**src/rtl/alu_flags_wb_if.sv**
```systemverilog
// Bus interface for the ALU result writeback buffer: the ALU-side accept
// handshake, the register-file-side drain handshake, the flag outputs and the occupancy.
interface alu_flags_wb_if;
  logic       in_valid;
  logic       in_ready;
  logic [7:0] in_y;
  logic       in_c;
  logic [3:0] in_op;
  logic [2:0] in_rd;
  logic       in_upd_flags;
  logic       out_valid;
  logic       out_ready;
  logic [7:0] out_data;
  logic [2:0] out_rd;
  logic       c_flag;
  logic       z_flag;
  logic       n_flag;
  logic [2:0] count;

  modport master (
    output in_valid, in_y, in_c, in_op, in_rd, in_upd_flags, out_ready,
    input  in_ready, out_valid, out_data, out_rd, c_flag, z_flag, n_flag, count
  );

  modport slave (
    input  in_valid, in_y, in_c, in_op, in_rd, in_upd_flags, out_ready,
    output in_ready, out_valid, out_data, out_rd, c_flag, z_flag, n_flag, count
  );
endinterface

```
**src/rtl/alu_flags_wb.sv**
```systemverilog
// ALU writeback stage: buffers {result, destination} in a small FIFO for the
// register file and maintains the registered C/Z/N flags fed back to the ALU.
module alu_flags_wb #(
  parameter int DEPTH = 2
) (
  input  logic           clk,
  input  logic           rst_n,
  alu_flags_wb_if.slave  bus
);

  localparam int         PTR_W   = $clog2(DEPTH);
  localparam logic [2:0] DEPTH_C = 3'(DEPTH);
  localparam logic [PTR_W-1:0] LAST_PTR = PTR_W'(DEPTH - 1);

  typedef struct packed {
    logic [7:0] data;
    logic [2:0] rd;
  } entry_t;

  entry_t           mem_q [DEPTH];
  entry_t           mem_d [DEPTH];
  logic [PTR_W-1:0] wr_ptr_q, wr_ptr_d;
  logic [PTR_W-1:0] rd_ptr_q, rd_ptr_d;
  logic [2:0]       count_q, count_d;
  logic             c_q, c_d;
  logic             z_q, z_d;
  logic             n_q, n_d;

  logic accept;
  logic op_invalid;
  logic c_op;
  logic push;
  logic pop;

  // Handshake status comes purely from registered occupancy, so a full buffer
  // never accepts in the same cycle it drains.
  always_comb begin
    bus.in_ready  = (count_q < DEPTH_C);
    bus.out_valid = (count_q != 3'd0);
    bus.out_data  = mem_q[rd_ptr_q].data;
    bus.out_rd    = mem_q[rd_ptr_q].rd;
    bus.c_flag    = c_q;
    bus.z_flag    = z_q;
    bus.n_flag    = n_q;
    bus.count     = count_q;
  end

  // Opcodes 1110/1111 complete the handshake but are otherwise discarded.
  always_comb begin
    accept     = bus.in_valid && bus.in_ready;
    op_invalid = (bus.in_op[3:1] == 3'b111);
    c_op       = bus.in_op inside {4'b0000, 4'b0001, 4'b0010, 4'b0011, 4'b1101};
    push       = accept && !op_invalid;
    pop        = bus.out_valid && bus.out_ready;
  end

  always_comb begin
    mem_d    = mem_q;
    wr_ptr_d = wr_ptr_q;
    rd_ptr_d = rd_ptr_q;
    count_d  = count_q;
    c_d      = c_q;
    z_d      = z_q;
    n_d      = n_q;

    if (push) begin
      mem_d[wr_ptr_q] = '{data: bus.in_y, rd: bus.in_rd};
      wr_ptr_d        = (wr_ptr_q == LAST_PTR) ? '0 : wr_ptr_q + PTR_W'(1);
    end

    if (pop) begin
      rd_ptr_d = (rd_ptr_q == LAST_PTR) ? '0 : rd_ptr_q + PTR_W'(1);
    end

    case ({push, pop})
      2'b10:   count_d = count_q + 3'd1;
      2'b01:   count_d = count_q - 3'd1;
      default: count_d = count_q;
    endcase

    if (push && bus.in_upd_flags) begin
      z_d = (bus.in_y == 8'h00);
      n_d = bus.in_y[7];
      if (c_op) begin
        c_d = bus.in_c;
      end
    end
  end

  always_ff @(posedge clk) begin
    if (!rst_n) begin
      for (int i = 0; i < DEPTH; i++) begin
        mem_q[i] <= '0;
      end
      wr_ptr_q <= '0;
      rd_ptr_q <= '0;
      count_q  <= '0;
      c_q      <= 1'b0;
      z_q      <= 1'b0;
      n_q      <= 1'b0;
    end else begin
      mem_q    <= mem_d;
      wr_ptr_q <= wr_ptr_d;
      rd_ptr_q <= rd_ptr_d;
      count_q  <= count_d;
      c_q      <= c_d;
      z_q      <= z_d;
      n_q      <= n_d;
    end
  end

endmodule

```
**src/flat_wrapper.sv**
```systemverilog
// flat-port wrapper written by rule: the top's interface ports become plain ports
module alu_flags_wb_flat 
#(
  parameter int DEPTH = 2
)
  (clk, rst_n, bus_in_valid, bus_in_y, bus_in_c, bus_in_op, bus_in_rd, bus_in_upd_flags, bus_out_ready, bus_in_ready, bus_out_valid, bus_out_data, bus_out_rd, bus_c_flag, bus_z_flag, bus_n_flag, bus_count);
  alu_flags_wb_if bus_i ();
  input  logic clk;
  input  logic rst_n;
  input wire logic [$bits(bus_i.in_valid)-1:0] bus_in_valid;
  input wire logic [$bits(bus_i.in_y)-1:0] bus_in_y;
  input wire logic [$bits(bus_i.in_c)-1:0] bus_in_c;
  input wire logic [$bits(bus_i.in_op)-1:0] bus_in_op;
  input wire logic [$bits(bus_i.in_rd)-1:0] bus_in_rd;
  input wire logic [$bits(bus_i.in_upd_flags)-1:0] bus_in_upd_flags;
  input wire logic [$bits(bus_i.out_ready)-1:0] bus_out_ready;
  output wire logic [$bits(bus_i.in_ready)-1:0] bus_in_ready;
  output wire logic [$bits(bus_i.out_valid)-1:0] bus_out_valid;
  output wire logic [$bits(bus_i.out_data)-1:0] bus_out_data;
  output wire logic [$bits(bus_i.out_rd)-1:0] bus_out_rd;
  output wire logic [$bits(bus_i.c_flag)-1:0] bus_c_flag;
  output wire logic [$bits(bus_i.z_flag)-1:0] bus_z_flag;
  output wire logic [$bits(bus_i.n_flag)-1:0] bus_n_flag;
  output wire logic [$bits(bus_i.count)-1:0] bus_count;
  assign bus_i.in_valid = bus_in_valid;
  assign bus_i.in_y = bus_in_y;
  assign bus_i.in_c = bus_in_c;
  assign bus_i.in_op = bus_in_op;
  assign bus_i.in_rd = bus_in_rd;
  assign bus_i.in_upd_flags = bus_in_upd_flags;
  assign bus_i.out_ready = bus_out_ready;
  assign bus_in_ready = bus_i.in_ready;
  assign bus_out_valid = bus_i.out_valid;
  assign bus_out_data = bus_i.out_data;
  assign bus_out_rd = bus_i.out_rd;
  assign bus_c_flag = bus_i.c_flag;
  assign bus_z_flag = bus_i.z_flag;
  assign bus_n_flag = bus_i.n_flag;
  assign bus_count = bus_i.count;
  alu_flags_wb #(.DEPTH(DEPTH)) u_core (.clk(clk), .rst_n(rst_n), .bus(bus_i));
endmodule
```
**config.mk**
```make
export PLATFORM = sky130hd
export DESIGN_NAME = alu_flags_wb_flat
export DESIGN_NICKNAME = d
export VERILOG_FILES = /design/src/rtl/alu_flags_wb_if.sv /design/src/rtl/alu_flags_wb.sv /design/src/flat_wrapper.sv
export SDC_FILE = /design/constraint.sdc
export NUM_CORES = 1
export LEC_CHECK = 0
export CAP_MARGIN = 20
export CORE_MARGIN = 2
export CORE_UTILIZATION = 40
export CTS_CLUSTER_SIZE = 40
export DETAILED_ROUTE_END_ITERATION = 6
export PLACE_DENSITY_LB_ADDON = 0.3
export SLEW_MARGIN = 5
export SYNTH_ARGS = -nofsm -noshare
export SYNTH_HDL_FRONTEND = slang
export SYNTH_SLANG_ARGS = --single-unit
```
**constraint.sdc**
```tcl
create_clock -name clk -period 2.6 [get_ports clk]
set_input_delay 0.39 -clock clk [delete_from_list [all_inputs] [get_ports clk]]
set_output_delay 0.39 -clock clk [all_outputs]
set_load 0.02 [all_outputs]
```
==> results by group, run 1 <==
Critical path
  • Element type at the critical path start: register
  • Crit path launch: u_core.rd_ptr_q$_SDFFE_PN0N_
  • Worst endpoint required time: 2.21 ns
  • Setup CP Type: reg2out
  • Crit path DAT: 1.97 ns
  • Worst reg-to-reg setup slack: 0.50 ns
  • Worst R2R Start: u_core.bus.count[1]$_SDFFE_PN0P_
  • Worst reg2reg path endpoint: u_core.bus.count[2]$_SDFFE_PN0P_
  • Critical Path Fanout Max: 12
  • Reg2Reg Depth: 9
  • Crit. End Element: output port
  • CP endpoint: bus_out_data[7]

Timing
  • Max Slew Vio Count: 0
  • Min Tclk post-route: 2.36 ns
  • Worst Skew: 0.0108 ns
  • Final setup violation count: 0
  • Peak Freq: 0.424 GHz
  • RSZ-0062 raised after global routing: no
  • Slew @ Worst Pin: 0.575 ns
  • Final period util: 0.907
  • Max_slew headroom: 0.616
  • Final TNS setup: 0 ns
  • Hold Violations, Final: 0
  • Worst hold margin: 0.466 ns

Layout
  • Final #Nets: 209
  • Multi-input combinational cell area: 699 µm²
  • Ant. Diodes: 0
  • Area Growth Syn to Fin: 36.1%
  • Most frequent cells in the layout: clkdlybuf4s50_1 (39), dfxtp_1 (30), nand2_1 (28), nand3_1 (14), o21ai_0 (14)
  • Storage element area: 601 µm²
  • Commonest non-fill, non-tap cell in the layout: clkdlybuf4s50_1
  • Final-layout fill cell count: 316
  • Share of cells above drive strength 1: 0.144
  • Design Area, Final: 1850 µm²

Floorplan
  • Top-Level Pins: 40
  • Die area: 3880 µm²
  • Starting Density: 0.410
  • Row cnt: 21
  • Area of the core: 3310 µm²
  • Chip width: 62.3 µm
  • Chip height: 62.3 µm

Clocking
  • Clock slew at reported path FFs: 0.09 ns
  • Clock root cell: clkbuf_4
  • Clock buffer depth: 2
  • Post-CTS sizing: 0
  • CTS Hold Bufs: 0
  • Worst-Skew Late Latency: 0.34 ns
  • CTS buffer count: 5
  • # clock sinks: 30
  • Post-CTS Setup Bufs: 0
  • Htree depth: 2
  • TritonCTS clock tree: built

GRT
  • Pin count of the biggest net entering global routing: 43
  • GR Util All Layers: 0.169
  • Vias in the first global route: 1149
  • First-pass GRT wire length: 5.18 mm
  • Total gr overflow: 0
  • Antenna violations before repair: 0

Placement
  • RD Place Congestion: 0.731
  • PortBufs: 39
  • Placed Area: 1790 µm²
  • HPWL after detailed placement: 2.08 mm

Power
  • Maximum VDD drop: 0.000456 V
  • Internal: 1.00 mW
  • Cell Pwr Density: 837 nW/µm²
  • Sw Pwr: 0.546 mW
  • Reg power frac: 0.404
  • Clk pwr share: 0.193
  • Comb power frac: 0.403
  • Leak Pwr: 0.752 nW
  • Net Sw Frac: 0.353

Outcome
  • Status: finished, final reports clean

Synth
  • Yosys top cell area share: 0.442
  • Top cells by area, synth: dfxtp_1 (44%), mux2_2 (9.1%), mux2i_1 (8.8%), nand2_1 (7.7%), nand3_1 (5.2%)
  • Mapped Area: 1360 µm²
  • Synth Instances: 146
  • Mapped Nets: 169
  • Register area share after synthesis: 0.442
  • Post-synth top area cell: dfxtp_1
  • FF+latch count, synth: 30
  • Syn. warnings: 0
  • Synth cell types: 27
  • Mapped Avg Cell Area: 9.31 µm²

Worst hold path
  • Worst hold path class: reg2reg

Routing
  • First DRT Iteration DRCs: 75
  • Final WL: 2.92 mm
  • Routed len/inst: 12.5 µm
  • Routed Antenna Nets: 0
  • Post-route DRC violation count: 0
  • Via count: 1154
  • DRT Pass-1 Iters: 4
  • Vias per cell: 4.95

Flow run
  • Max Cap Viol: 0
==> layer usage <==
layer / GRT usage / up-vias / part of all wire
met5: 0 / - / 0
met3: 0.0616 / 6 / 0.056
met2: 0.281 / 27 / 0.49
met4: 0.0667 / 0 / 0.016
met1: 0.200 / 542 / 0.43
li1: - / 579 / -
==> critical path: stages, from the launching register on <==
cell and delay [ns]:
dfxtp_1 0.70, mux2_2 0.41, clkdlybuf4s50_1 0.54
==> cells by family after synthesis <==
logic type | count (synthesis) | share of synthesized area
buffers and inverters | 13 | 0.0433
adders and majority gates | 2 | 0.0239
and+or+nand+nor | 57 | 0.218
DFF | 30 | 0.442
AOI/OAI and AO/OA | 18 | 0.0737
muxes | 23 | 0.180
xor gates and xnor gates | 3 | 0.0193
==> synth_stat cells <==
master	instances
and3_4	1
or3_1	1
nor2_4	1
xor2_1	1
nand2_1	28
nand3_1	14
nand4_1	2
mux2_2	11
nor4_1	2
nand2_4	1
nor2b_1	1
a21boi_0	4
nand4b_1	2
buf_2	2
clkbuf_1	5
xnor2_1	2
buf_6	1
and2_1	2
fa_1	1
dfxtp_1	30
inv_1	4
or3_4	1
o21ai_0	14
ha_1	1
buf_1	1
mux2i_1	12
and2_4	1
==> cell type report <==
cell class,count,area share
multi-input cells,103,0.378
flip-flops and latches,30,0.325
repair buffers,42,0.223
well taps,46,0.0311
clock buffers,6,0.0277
inverters,4,0.00812
clock inverters,2,0.00677
==> flip-flops by register name (all words and copies together), names as in the netlist <==
signal	flops
u_core.mem_q	22
u_core.bus.c_flag	1
u_core.bus.n_flag	1
u_core.bus.count	3
u_core.wr_ptr_q	1
u_core.bus.z_flag	1
u_core.rd_ptr_q	1
==> how the worst min path moves through the flow <==
| stage | startpoint | endpoint | slack (ns) | cells after the start |
|---|---|---|---|---|
| floorplan | u_core.mem_q[0]$_SDFFE_PN0P_ | u_core.mem_q[0]$_SDFFE_PN0P_ | 0.43 | 2 |
| global placement | u_core.mem_q[2]$_SDFFE_PN0P_ | u_core.mem_q[2]$_SDFFE_PN0P_ | 0.44 | 2 |
| detailed placement | u_core.bus.c_flag$_SDFFE_PN0P_ | u_core.bus.c_flag$_SDFFE_PN0P_ | 0.45 | 2 |
| CTS | u_core.mem_q[5]$_SDFFE_PN0P_ | u_core.mem_q[5]$_SDFFE_PN0P_ | 0.47 | 2 |
| global route | u_core.mem_q[1]$_SDFFE_PN0P_ | u_core.mem_q[1]$_SDFFE_PN0P_ | 0.49 | 2 |
| finish | u_core.mem_q[3]$_SDFFE_PN0P_ | u_core.mem_q[3]$_SDFFE_PN0P_ | 0.47 | 2 |
==> power by group through the flow <==
stage,sequential (mW),combinational [mW],clock (mW)
finish,0.625,0.624,0.299
global route,0.641,0.681,0.337
CTS,0.626,0.632,0.304
detailed placement,0.637,0.628,0
global placement,0.630,0.612,0
floorplan,0.613,0.405,0
==> through the flow <==
stage	worst slack, ns	cells	utilization	total power [mW]
6_report	0.242	233	0.559	1.55
2_1_floorplan	0.466	146	-	1.02
3_3_place_gp	0.102	225	0.539	1.24
3_5_place_dp	0.00370	225	0.539	1.26
4_1_cts	0.213	233	0.559	1.56
5_1_grt	0.127	233	0.559	1.66
Note: power is estimated with default switching activity, not from simulation.
==> inputs of run 2 (changes only) <==
--- a/config.mk
+++ b/config.mk
@@ -10,7 +10,7 @@
 export CORE_UTILIZATION = 40
 export CTS_CLUSTER_SIZE = 40
 export DETAILED_ROUTE_END_ITERATION = 6
-export PLACE_DENSITY_LB_ADDON = 0.3
+export PLACE_DENSITY = 0.65
 export SLEW_MARGIN = 5
 export SYNTH_ARGS = -nofsm -noshare
 export SYNTH_HDL_FRONTEND = slang
==> results by group, run 2 (synthesis results as in run 1) <==
Worst hold path
  • Worst Hold Depth: 2 (unchanged)
  • Min-delay src: u_core.mem_q[10]$_SDFFE_PN0P_ (was u_core.mem_q[3]$_SDFFE_PN0P_)
  • Worst hold path class: reg2reg (unchanged)
  • Worst hold endpoint: u_core.mem_q[10]$_SDFFE_PN0P_ (was u_core.mem_q[3]$_SDFFE_PN0P_)

Clocking
  • Htree depth: 2 (unchanged)
  • # clock sinks: 30 (unchanged)
  • Post-CTS sizing: 0 (unchanged)
  • Clock root cell: clkbuf_4 (unchanged)
  • CTS buffer count: 5 (unchanged)
  • Clock slew at reported path FFs: 0.09 ns (about the same)
  • Post-CTS Setup Bufs: 0 (unchanged)
  • Worst-Skew Late Latency: 0.31 ns (was 0.34 ns)
  • TritonCTS clock tree: built (unchanged)
  • Clock buffer depth: 2 (unchanged)
  • CTS Hold Bufs: 0 (unchanged)

Placement
  • PortBufs: 39 (unchanged)
  • RD Place Congestion: 0.741 (was 0.731)
  • HPWL after detailed placement: 2.20 mm (was 2.08 mm)
  • Placed Area: 1790 µm² (unchanged)
  • Placed Cells: 225 (unchanged)
  • Dpl ws: -0.0116 ns (was 0.00370 ns)

Power
  • Final Power: 1.54 mW (was 1.55 mW)
  • Leak Pwr: 0.753 nW (was 0.752 nW)
  • Net Sw Frac: 0.348 (was 0.353)
  • Sw Pwr: 0.534 mW (was 0.546 mW)
  • Comb power frac: 0.409 (was 0.403)
  • Reg power frac: 0.408 (was 0.404)
  • Cell Pwr Density: 833 nW/µm² (was 837 nW/µm²)
  • Internal: 1.00 mW (about the same)
  • Clk pwr share: 0.183 (was 0.193)
  • Maximum VDD drop: 0.000346 V (was 0.000456 V)

Layout
  • Most frequent cells in the layout: clkdlybuf4s50_1 (39), dfxtp_1 (30), nand2_1 (28), nand3_1 (14), o21ai_0 (14) (unchanged)
  • Area Growth Syn to Fin: 35.8% (was 36.1%)
  • Final #Nets: 209 (unchanged)
  • Commonest non-fill, non-tap cell in the layout: clkdlybuf4s50_1 (unchanged)
  • Share of cells above drive strength 1: 0.139 (was 0.144)
  • Max reg flops: 22 (unchanged)
  • Register bank with the most flops: u_core.mem_q (unchanged)
  • Final-layout fill cell count: 328 (was 316)
  • Final Non-Filler Cells: 233 (unchanged)
  • Design Area, Final: 1850 µm² (about the same)
  • Ant. Diodes: 0 (unchanged)

Critical path
  • Worst R2R Start: u_core.bus.count[1]$_SDFFE_PN0P_ (unchanged)
  • Reg2Reg Depth: 9 (unchanged)
  • Crit path DAT: 2.00 ns (was 1.97 ns)
  • Setup CP Type: reg2out (unchanged)
  • Worst reg-to-reg setup slack: 0.50 ns (about the same)
  • Worst endpoint required time: 2.21 ns (about the same)
  • Crit. End Element: output port (unchanged)
  • Critical Path Fanout Max: 12 (unchanged)
  • Element type at the critical path start: register (unchanged)
  • Worst reg2reg path endpoint: u_core.bus.count[2]$_SDFFE_PN0P_ (unchanged)

GRT
  • Vias in the first global route: 1221 (was 1149)
  • First-pass GRT wire length: 5.21 mm (was 5.18 mm)
  • Antenna violations before repair: 0 (unchanged)
  • GR Util All Layers: 0.166 (was 0.169)
  • Total gr overflow: 0 (unchanged)
  • Pin count of the biggest net entering global routing: 43 (unchanged)

Timing
  • Final setup violation count: 0 (unchanged)
  • Slew @ Worst Pin: 0.618 ns (was 0.575 ns)
  • Max_slew headroom: 0.588 (was 0.616)
  • Post-route setup slack: 0.214 ns (was 0.242 ns)
  • Peak Freq: 0.419 GHz (was 0.424 GHz)
  • Hold Violations, Final: 0 (unchanged)
  • Min Tclk post-route: 2.39 ns (was 2.36 ns)
  • Worst Skew: 0.00354 ns (was 0.0108 ns)
  • Final period util: 0.918 (was 0.907)
  • Max Slew Vio Count: 0 (unchanged)
  • Final TNS setup: 0 ns (unchanged)
  • RSZ-0062 raised after global routing: no (unchanged)

Flow run
  • Max Cap Viol: 0 (unchanged)

Outcome
  • Status: finished, final reports clean (unchanged)

Routing
  • Routed Antenna Nets: 0 (unchanged)
  • Routed len/inst: 12.7 µm (was 12.5 µm)
  • DRT Pass-1 Iters: 4 (unchanged)
  • Vias per cell: 4.95 (about the same)
  • Final WL: 2.95 mm (was 2.92 mm)
  • Post-route DRC violation count: 0 (unchanged)
  • First DRT Iteration DRCs: 22 (was 75)
  • Via count: 1153 (was 1154)

Floorplan
  • Die area: 3880 µm² (unchanged)
  • Row cnt: 21 (unchanged)
  • Starting Density: 0.410 (unchanged)
  • Chip height: 62.3 µm (unchanged)
  • Area of the core: 3310 µm² (unchanged)
  • Top-Level Pins: 40 (unchanged)
  • Chip width: 62.3 µm (unchanged)
## run 2: cell count changes in the layout (fill, tap and decap cells not counted)
cell and delta:
clkinvlp_4 -1, clkbuf_1 +1
## run 2: worst max-delay path by stage
stage | from | end | slack, ns | cells after the start
floorplan | u_core.bus.count[2]$_SDFFE_PN0P_ | u_core.bus.count[2]$_SDFFE_PN0P_ | 0.47 | 9
global placement | bus_in_op[2] | u_core.bus.count[2]$_SDFFE_PN0P_ | 0.10 | 10
detailed placement | bus_in_op[2] | u_core.bus.count[2]$_SDFFE_PN0P_ | -0.01 | 10
CTS | u_core.rd_ptr_q$_SDFFE_PN0N_ | bus_out_data[0] | 0.18 | 2
global route | u_core.rd_ptr_q$_SDFFE_PN0N_ | bus_out_data[0] | 0.12 | 2
finish | u_core.rd_ptr_q$_SDFFE_PN0N_ | bus_out_data[0] | 0.21 | 2
## run 2: per-layer routing
| metal | up-vias | GRT usage | wire length, µm |
|---|---|---|---|
| met2 | 16 | 0.310 | 1610 |
| met1 | 548 | 0.178 | 1210 |
| met4 | 0 | 0.0667 | 63 |
| li1 | 580 | - | - |
| met5 | - | 0 | 0 |
| met3 | 9 | 0.0435 | 68 |
## run 2: critical path, cell delays in order, from the launching register on
cell and delay (ns):
dfxtp_1 0.72, mux2_2 0.40, clkdlybuf4s50_1 0.56
## run 2: power by group through the flow
stage                     registers (mW)  clock network (mW)  logic [mW]
after floorplan                    0.613                   0       0.405
after CTS                          0.628               0.294       0.636
after detailed placement           0.638                   0       0.632
final                              0.627               0.282       0.628
after global placement             0.634                   0       0.620
after global routing               0.640               0.324       0.680
## run 2: through the flow
stage / hold WS (ns) / utilization
floorplan: 0.435 / -
global placement: 0.440 / 0.539
detailed placement: 0.456 / 0.539
CTS: 0.469 / 0.557
global route: 0.490 / 0.557
finish: 0.463 / 0.557
## run 2: layout make-up
cell class | instances | area, µm² | share of cell area
Timing Repair Buffer | 42 | 413 | 0.224
Multi-Input combinational cell | 103 | 699 | 0.379
Inverter | 4 | 15.0 | 0.00814
Tap cell | 46 | 57.6 | 0.0312
Clock inverter | 1 | 5.00 | 0.00271
Sequential cell | 30 | 601 | 0.325
Clock buffer | 7 | 55.1 | 0.0298
